--- src/rtl/alu_slice_exec.sv ---
`default_nettype none
// ============================================================================
// Module   : alu_slice_exec
// Brief    : Multi-cycle RV32I ALU; one SLICE_W-bit slice per cycle with a
//            registered carry chain behind valid/ready handshakes.
//            Optional macro ALU_LOGIC_FASTPATH_EN: AND/OR finish in one cycle.
// Revision : 1.0 - initial release
// ============================================================================
module alu_slice_exec #(
  parameter int SLICE_W = 8
) (
  input  logic        clk,
  input  logic        reset,
  input  logic        in_valid,
  output logic        in_ready,
  input  logic [2:0]  ALUControl,
  input  logic [31:0] SrcA,
  input  logic [31:0] SrcB,
  output logic        out_valid,
  input  logic        out_ready,
  output logic [31:0] ALUResult,
  output logic        Zero,
  output logic        illegal
);

  localparam int c_NSL  = 32 / SLICE_W;
  localparam int c_SL_W = (c_NSL > 1) ? $clog2(c_NSL) : 1;

  localparam logic [1:0] c_IDLE = 2'd0;
  localparam logic [1:0] c_BUSY = 2'd1;
  localparam logic [1:0] c_DONE = 2'd2;

  localparam logic [2:0] c_OP_ADD = 3'b000;
  localparam logic [2:0] c_OP_SUB = 3'b001;
  localparam logic [2:0] c_OP_AND = 3'b010;
  localparam logic [2:0] c_OP_OR  = 3'b011;
  localparam logic [2:0] c_OP_SLT = 3'b101;

  logic [1:0]        r_state;
  logic [31:0]       r_a;
  logic [31:0]       r_b;
  logic [2:0]        r_op;
  logic              r_carry;
  logic [c_SL_W-1:0] r_sl;
  logic [31:0]       r_result;
  logic              r_zero;
  logic              r_illegal;
  logic              r_out_valid;

  logic               w_in_legal;
  logic               w_in_sub;
  logic               w_invert;
  logic               w_is_logic;
  logic               w_last;
  logic [4:0]         w_base;
  logic [SLICE_W-1:0] w_a_sl;
  logic [SLICE_W-1:0] w_b_sl;
  logic [SLICE_W:0]   w_sum;
  logic [SLICE_W-1:0] w_slice_res;
  logic               w_slice_zero;
  logic               w_n;
  logic               w_v;
  logic               w_lt;

  assign w_in_legal = (ALUControl == c_OP_ADD) || (ALUControl == c_OP_SUB) ||
                      (ALUControl == c_OP_AND) || (ALUControl == c_OP_OR)  ||
                      (ALUControl == c_OP_SLT);
  assign w_in_sub   = (ALUControl == c_OP_SUB) || (ALUControl == c_OP_SLT);
  assign w_invert   = (r_op == c_OP_SUB) || (r_op == c_OP_SLT);
  assign w_is_logic = (r_op == c_OP_AND) || (r_op == c_OP_OR);
  assign w_last     = (r_sl == c_SL_W'(c_NSL - 1));

  // Slice base never exceeds 32-SLICE_W, so 5 bits always suffice.
  assign w_base = 5'(r_sl) * 5'(SLICE_W);
  assign w_a_sl = r_a[w_base +: SLICE_W];
  assign w_b_sl = w_invert ? ~r_b[w_base +: SLICE_W] : r_b[w_base +: SLICE_W];
  assign w_sum  = {1'b0, w_a_sl} + {1'b0, w_b_sl} + {{SLICE_W{1'b0}}, r_carry};

  always_comb begin
    w_slice_res = w_sum[SLICE_W-1:0];
    if (r_op == c_OP_AND) begin
      w_slice_res = w_a_sl & w_b_sl;
    end else if (r_op == c_OP_OR) begin
      w_slice_res = w_a_sl | w_b_sl;
    end
  end

  assign w_slice_zero = (w_slice_res == '0);

  // Signed compare from the top slice: N xor V of A - B.
  assign w_n  = w_sum[SLICE_W-1];
  assign w_v  = (w_a_sl[SLICE_W-1] == w_b_sl[SLICE_W-1]) && (w_n != w_a_sl[SLICE_W-1]);
  assign w_lt = w_n ^ w_v;

`ifdef ALU_LOGIC_FASTPATH_EN
  logic [31:0] w_full_logic;
  assign w_full_logic = (r_op == c_OP_AND) ? (r_a & r_b) : (r_a | r_b);
`endif

  always_ff @(posedge clk) begin
    if (reset) begin
      r_state     <= c_IDLE;
      r_a         <= '0;
      r_b         <= '0;
      r_op        <= '0;
      r_carry     <= 1'b0;
      r_sl        <= '0;
      r_result    <= '0;
      r_zero      <= 1'b0;
      r_illegal   <= 1'b0;
      r_out_valid <= 1'b0;
    end else begin
      case (r_state)
        c_IDLE: begin
          if (in_valid) begin
            r_a      <= SrcA;
            r_b      <= SrcB;
            r_op     <= ALUControl;
            r_sl     <= '0;
            r_result <= '0;
            r_zero   <= 1'b1;
            if (w_in_legal) begin
              r_carry   <= w_in_sub;
              r_illegal <= 1'b0;
              r_state   <= c_BUSY;
            end else begin
              r_carry   <= 1'b0;
              r_illegal <= 1'b1;
              r_state   <= c_DONE;
            end
          end
        end

        c_BUSY: begin
`ifdef ALU_LOGIC_FASTPATH_EN
          if (w_is_logic) begin
            r_result    <= w_full_logic;
            r_zero      <= (w_full_logic == '0);
            r_sl        <= '0;
            r_out_valid <= 1'b1;
            r_state     <= c_DONE;
          end else begin
`else
          begin
`endif
            r_result[w_base +: SLICE_W] <= w_slice_res;
            r_carry <= w_is_logic ? 1'b0 : w_sum[SLICE_W];
            r_zero  <= r_zero & w_slice_zero;
            if (w_last) begin
              r_sl        <= '0;
              r_out_valid <= 1'b1;
              r_state     <= c_DONE;
              if (r_op == c_OP_SLT) begin
                r_result <= {31'b0, w_lt};
                r_zero   <= ~w_lt;
              end
            end else begin
              r_sl <= r_sl + c_SL_W'(1);
            end
          end
        end

        c_DONE: begin
          // Illegal codes enter DONE straight from IDLE; valid follows one cycle later.
          if (!r_out_valid) begin
            r_out_valid <= 1'b1;
          end else if (out_ready) begin
            r_out_valid <= 1'b0;
            r_state     <= c_IDLE;
          end
        end

        default: begin
          r_state     <= c_IDLE;
          r_out_valid <= 1'b0;
        end
      endcase
    end
  end

  assign in_ready  = (r_state == c_IDLE);
  assign out_valid = r_out_valid;
  assign ALUResult = r_result;
  assign Zero      = r_zero;
  assign illegal   = r_illegal;

endmodule
`default_nettype wire

--- config.mk ---
export PLATFORM = sky130hd
export DESIGN_NAME = alu_slice_exec
export DESIGN_NICKNAME = d
export VERILOG_FILES = /design/src/rtl/alu_slice_exec.sv
export SDC_FILE = /design/constraint.sdc
export NUM_CORES = 1
export LEC_CHECK = 0
export CAP_MARGIN = 30
export CORE_MARGIN = 5
export CORE_UTILIZATION = 45
export CTS_BUF_LIST = sky130_fd_sc_hd__clkbuf_8 sky130_fd_sc_hd__clkbuf_16
export CTS_CLUSTER_DIAMETER = 50
export CTS_CLUSTER_SIZE = 8
export DETAILED_ROUTE_END_ITERATION = 10
export PLACE_DENSITY = 0.72
export SLEW_MARGIN = 40
export SYNTH_ARGS = -nofsm -noshare
export SYNTH_HDL_FRONTEND = slang
export SYNTH_SLANG_ARGS = --single-unit
--- constraint.sdc ---
create_clock -name clk -period 5.4 [get_ports clk]
set_input_delay 0.81 -clock clk [delete_from_list [all_inputs] [get_ports clk]]
set_output_delay 0.81 -clock clk [all_outputs]
set_load 0.05 [all_outputs]
==> results.cfg, run 1 <==
[floorplanning]
ios = 107
core_mm2 = 0.0110
die-area_mm2 = 0.0135
start_util_pct = 46.3
die_y_um = 116
rows = 38
die_w_um = 116

[timing]
fmax_mhz = 218
worstMarginPinSlew_ns = 0.826
finalCritPeriodShare_pct = 85.0
hold_violations = 0
rsz0062_at_grt = no
period_needed_ns = 4.59
max_slew_margin_pct = 44.5
holdWs_ns = 0.456
setup_viol = 0
fin_ws_ns = 0.809
fin_skew_ns = 0.00899
fin_setup_tns_ns = 0
finalMaxSlewViolations = 0

[drt]
met2_length_mm = 5.88
wl_met3_um = 738
vias_per_cell = 5.37
highest_layer = met4
wl_mm = 12.8
routedWlPerCell_um = 15.5
firstDrtPassIters = 5
drc = 0
num_vias = 4429
drt-met1-wl_mm = 6.02
ant_nets = 0
drt_iter0_markers = 355

[critical_path]
r2r_cells = 16
worstPathArrival_ns = 4.86
endpoint_kind = register
crit_type = register to register
r2r_slack_ns = 0.81
startpoint = r_sl[0]$_SDFFE_PP0P_
crit_path_start_kind = register
r2r-start = r_sl[0]$_SDFFE_PP0P_
cp_max_fo = 12
cp_data_required_time_ns = 5.66
reg2reg_to = Zero$_SDFFE_PP0P_

[synth]
yosysWarnings = 0
synthFlopType = dfxtp_1
synth_edf_count = 0
syn_nets = 694
yosysUniqueCellTypes = 51
syn_area_per_cell_um2 = 8.55
seq_area_frac_synth_pct = 42.1
synth_area_mm2 = 0.00509
synth_cells = 595
ys_seq_elements = 107
ys_async_sr_fraction_pct = 0

[power_and_ir_drop]
power.internal_mw = 1.59
p_leak_nw = 2.43
p_seq_share_pct = 37.4
vdd_ir_drop_max_v = 0.000181
power_density_mw_per_mm2 = 403
power_switching_share_pct = 39.3
netSwitchingPower_mw = 1.03
clkPwrFrac_pct = 24.5
total_power_mw = 2.62
combPwrFrac_pct = 38.1

[cts]
clock_latency_ns = 0.35
cts.repair.resized = 0
ctsHtreeMaxLevel = 3
clk_pin_slew_ns = 0.07
clk_path_buf_depth = 2
cts-root-buf = clkbuf_16
cts_tree = yes
post-cts-setup-buffer-count = 0
cts_hold_buf = 0
cts_inserted_buffers = 9
cts.sinks = 107

[finish]
antenna_cells = 0
layout-drive-gt1-share_pct = 7.88
num-nets-final = 779
multi_input_area_mm2 = 0.00268
fillers = 991
regArea_mm2 = 0.00214
area_growth_pct = 27.8
fin_util_pct = 59.2

[hold_path]
hold_class = register to register
holdPathEnd = r_b[9]$_SDFFE_PP0P_
hp-start = r_b[9]$_SDFFE_PP0P_
min_path_cells = 2

[placement]
place_congestion = 0.824
io_buffers = 106
place_ws_ns = 0.793
dp_hpwl_mm = 9.57

[grt]
track_usage_pct = 19.3
grt_remaining_overflow = 0
first_global_vias = 4247
grt_pass1_wl_mm = 21.1
grt_max_degree = 106
antenna_found_initial = 0

[run_status]
status = complete, no violations

[flow_run]
cap_violations = 0
-- placed cells by master, fill, tap and decap left out, types with 9 or more instances in the layout --
| cell | instances |
|---|---|
| a21oi_1 | 76 |
| a22oi_1 | 26 |
| clkbuf_16 | 9 |
| clkdlybuf4s50_1 | 105 |
| dfxtp_1 | 107 |
| ha_1 | 25 |
| inv_1 | 28 |
| mux4_2 | 16 |
| nand2_1 | 151 |
| nor2_1 | 37 |
| xor2_1 | 10 |
-- routing by layer --
metal / GRT usage [%] / vias to the layer above
met3: 3.73 / 14
met1: 27.3 / 2077
li1: - / 2193
met2: 30.1 / 145
met4: 5.41 / 0
met5: 0 / -
-- synth_stat cells (4+ instances only) --
cell type | number | area share, %
o211ai_1 | 6 | 0.89
mux4_2 | 16 | 7.1
o21ai_0 | 9 | 0.89
nor2_1 | 37 | 2.7
clkbuf_1 | 27 | 2.0
inv_1 | 28 | 2.1
a21oi_1 | 76 | 7.5
o21ai_1 | 4 | 0.39
dfxtp_1 | 107 | 42
a22o_1 | 6 | 1.0
nand2_1 | 152 | 11
ha_1 | 25 | 6.1
nor2b_1 | 5 | 0.61
a22oi_1 | 26 | 3.8
xor2_1 | 10 | 1.7
nor3_1 | 4 | 0.39
-- critical path: stages (launching register included) --
cell      delay, ns
dfxtp_1        0.37
buf_4          0.26
mux4_2         0.54
xor2_1         0.31
inv_1          0.09
ha_1           0.27
nor2b_1        0.18
o221ai_1       0.16
a21boi_0       0.24
o21a_1         0.18
o21a_1         0.12
nor2_1         0.05
fa_1           0.49
o21ai_2        0.09
or4_1          0.47
or4_1          0.49
o31ai_2        0.18
-- sequential cells by signal, indices dropped and copies added, names as in the netlist --
name / cells
r_state: 2
r_op: 3
r_sl: 2
r_a: 32
r_carry: 1
illegal: 1
Zero: 1
ALUResult: 32
out_valid: 1
r_b: 32
-- area by class of cell --
| cell class | count | area share (%) |
|---|---|---|
| inverters | 28 | 1.62 |
| well taps | 140 | 2.69 |
| flip-flops and latches | 107 | 32.9 |
| multi-input cells | 423 | 41.3 |
| clock inverters | 7 | 1.10 |
| repair buffers | 111 | 16.9 |
| clock buffers | 9 | 3.46 |
-- power by group through the flow --
stage / Combinational (mW) / Clock, mW / Sequential, mW
after CTS: 0.996 / 0.657 / 0.978
after detailed placement: 0.995 / 0 / 0.996
after floorplan: 0.689 / 0 / 1.00
after global placement: 0.961 / 0 / 0.991
final: 1.00 / 0.642 / 0.979
after global routing: 1.11 / 0.694 / 0.993
-- how the worst max path moves through the flow --
stage	to	slack [ns]	cells after the start
floorplan	Zero$_SDFFE_PP0P_	1.07	16
global placement	Zero$_SDFFE_PP0P_	0.91	16
detailed placement	Zero$_SDFFE_PP0P_	0.79	16
CTS	Zero$_SDFFE_PP0P_	0.78	16
global route	Zero$_SDFFE_PP0P_	0.49	16
finish	Zero$_SDFFE_PP0P_	0.81	16
-- per-stage QoR --
stage	area (um2)	std cells
after floorplan	5090	595
after global placement	6190	809
after detailed placement	6200	809
after CTS	6500	825
after global routing	6500	825
final	6500	825
-- kinds of logic after synthesis --
group / Yosys count / share of synthesized area (%)
buffers and inverters: 65 / 5.39
AO/OA/AOI/OAI: 147 / 17.8
flip-flops: 107 / 42.1
multiplexers: 18 / 7.48
AND/OR/NAND/NOR: 219 / 18.0
XOR/XNOR: 11 / 1.89
adder cells (fa/ha/maj): 28 / 7.33
(Power assumes the default switching activity.)
==> run 2, diff against run 1 <==
--- a/config.mk
+++ b/config.mk
@@ -19 +19,2 @@
 export SYNTH_SLANG_ARGS = --single-unit
+export TNS_END_PERCENT = 30
==> constraint.sdc (replaced) <==
create_clock -name clk -period 5.4 [get_ports clk]
set_input_delay 1.08 -clock clk [delete_from_list [all_inputs] [get_ports clk]]
set_output_delay 1.08 -clock clk [all_outputs]
set_load 0.05 [all_outputs]
==> results of run 2 <==
Same layout as run 1: the final DEF is identical, and so are final timing and power.
==> run 3, diff against run 2 <==
Settings changed: CORE_MARGIN 5 to 4.
==> results.cfg, run 3 (synthesis gave the netlist of run 1 again) <==
[timing]
setup_viol = 0
max_slew_margin_pct = 41.5
fin_setup_tns_ns = 0
rsz0062_at_grt = no
fin_skew_ns = 0.00730
finalCritPeriodShare_pct = 88.5
finalMaxSlewViolations = 0
period_needed_ns = 4.78
fmax_mhz = 209
worstMarginPinSlew_ns = 0.868
hold_violations = 0

[floorplanning]
core_mm2 = 0.0109
ios = 107
die_y_um = 114
die_w_um = 114
die-area_mm2 = 0.0131
start_util_pct = 46.5
rows = 38

[cts]
cts.repair.resized = 0
ctsHtreeMaxLevel = 3
clock_latency_ns = 0.34
cts_inserted_buffers = 9
clk_path_buf_depth = 2
cts_hold_buf = 0
cts-root-buf = clkbuf_16
clk_pin_slew_ns = 0.07
cts_tree = yes
post-cts-setup-buffer-count = 0
cts.sinks = 107

[critical_path]
endpoint = Zero$_SDFFE_PP0P_
worstPathArrival_ns = 5.04
r2r_cells = 16
slowest_delay_ns = 0.70
worst-path-stages = 16
cp_slowest_cell = dfxtp_1
r2r_slack_ns = 0.62
startpoint = r_op[0]$_SDFFE_PP0P_
crit_type = register to register
endpoint_kind = register
cp_max_fo = 17
crit_buf_inv = 2
r2r-start = r_op[0]$_SDFFE_PP0P_
cp_cell_sequence = nor2b_1 > buf_4 > xor2_1 > inv_1 > ha_1 > nor2b_1 > o221ai_1 > a21boi_0 > o21a_1 > o21a_1 > nor2_1 > fa_1 > o21ai_2 > or4_1 > or4_1 > o31ai_2
cp_data_required_time_ns = 5.66
crit_path_start_kind = register
reg2reg_to = Zero$_SDFFE_PP0P_
crit_family = simple AND/OR/NAND/NOR gates

[finish]
mostFrequentLayoutCell = nand2_1
area_growth_pct = 28.2
layout_common_cells = nand2_1 (151), dfxtp_1 (107), clkdlybuf4s50_1 (105)
num-nets-final = 780
layout-drive-gt1-share_pct = 7.87
antenna_cells = 0
stdcell_count = 826
fin_util_pct = 59.7
fillers = 973

[placement]
dp_cells = 810
place_congestion = 0.819
dp_hpwl_mm = 9.15
io_buffers = 106

[run_status]
status = complete, no violations

[drt]
routedWlPerCell_um = 14.9
num_vias = 4358
wl_mm = 12.3
firstDrtPassIters = 4
drt_iter0_markers = 395
vias_per_cell = 5.28
ant_nets = 0
drc = 0

[power_and_ir_drop]
netSwitchingPower_mw = 0.991
combPwrFrac_pct = 37.6
p_leak_nw = 2.45
power.internal_mw = 1.64
power_density_mw_per_mm2 = 403
clkPwrFrac_pct = 25.2
power_switching_share_pct = 37.7
p_seq_share_pct = 37.1
vdd_ir_drop_max_v = 0.000182

[grt]
first_global_vias = 4376
antenna_found_initial = 0
track_usage_pct = 19.1
grt_pass1_wl_mm = 20.5
grt_remaining_overflow = 0
grt_max_degree = 106

[flow_run]
cap_violations = 0

[hold_path]
hp-start = r_a[20]$_SDFFE_PP0P_
hold_class = register to register
-- run 3: cell count changes in the layout (fill, tap and decap cells not counted), sizes merged --
cell      previous run  this run
buf                  6         7
clkinvlp             2         1
clkinv               2         1
clkbuf               9        10
bufinv               0         1
-- run 3: worst min-delay path by stage --
| stage | endpoint | cells past startpoint |
|---|---|---|
| floorplan | r_a[16]$_SDFFE_PP0P_ | 2 |
| global placement | r_b[3]$_SDFFE_PP0P_ | 2 |
| detailed placement | r_a[20]$_SDFFE_PP0P_ | 2 |
| CTS | r_a[20]$_SDFFE_PP0P_ | 2 |
| global route | r_b[4]$_SDFFE_PP0P_ | 2 |
| finish | r_a[20]$_SDFFE_PP0P_ | 2 |
-- run 3: layout make-up --
class	count	area, um2	area share (%)
Sequential cell	107	2140	32.8
Multi-Input combinational cell	423	2690	41.3
Tap cell	140	175	2.69
Clock inverter	6	63.8	0.978
Inverter	28	105	1.61
Timing Repair Buffer	112	1110	17.0
Clock buffer	10	239	3.66
-- run 3: routing by layer --
metal / vias up / routed length, um / GRT usage, %
met5: - / 0 / 0
li1: 2190 / - / -
met1: 2032 / 5560 / 24.6
met4: 0 / 91 / 4.28
met2: 125 / 6060 / 33.0
met3: 11 / 632 / 4.12
-- run 3: tightest hold or removal path: stages, from the launching register on --
cell and delay [ns]:
dfxtp_1 0.31, nand2_1 0.05, a21oi_1 0.05
-- run 3: through the flow --
step | instance area [um2] | hold slack [ns] | worst slack [ns] | power [mW]
2_1_floorplan | 5090 | 0.433 | 1.07 | 1.69
6_report | 6520 | 0.454 | 0.618 | 2.63
5_1_grt | 6520 | 0.476 | 0.290 | 2.80
3_3_place_gp | 6200 | 0.442 | 0.805 | 1.95
4_1_cts | 6510 | 0.454 | 0.665 | 2.65
3_5_place_dp | 6200 | 0.445 | 0.697 | 1.98
-- run 3: power groups by stage --
stage / logic, mW / registers, mW / clock network [mW]
3_5_place_dp: 0.988 / 0.993 / 0
3_3_place_gp: 0.961 / 0.990 / 0
5_1_grt: 1.11 / 0.991 / 0.705
4_1_cts: 0.994 / 0.976 / 0.676
6_report: 0.989 / 0.976 / 0.664
2_1_floorplan: 0.689 / 1.00 / 0
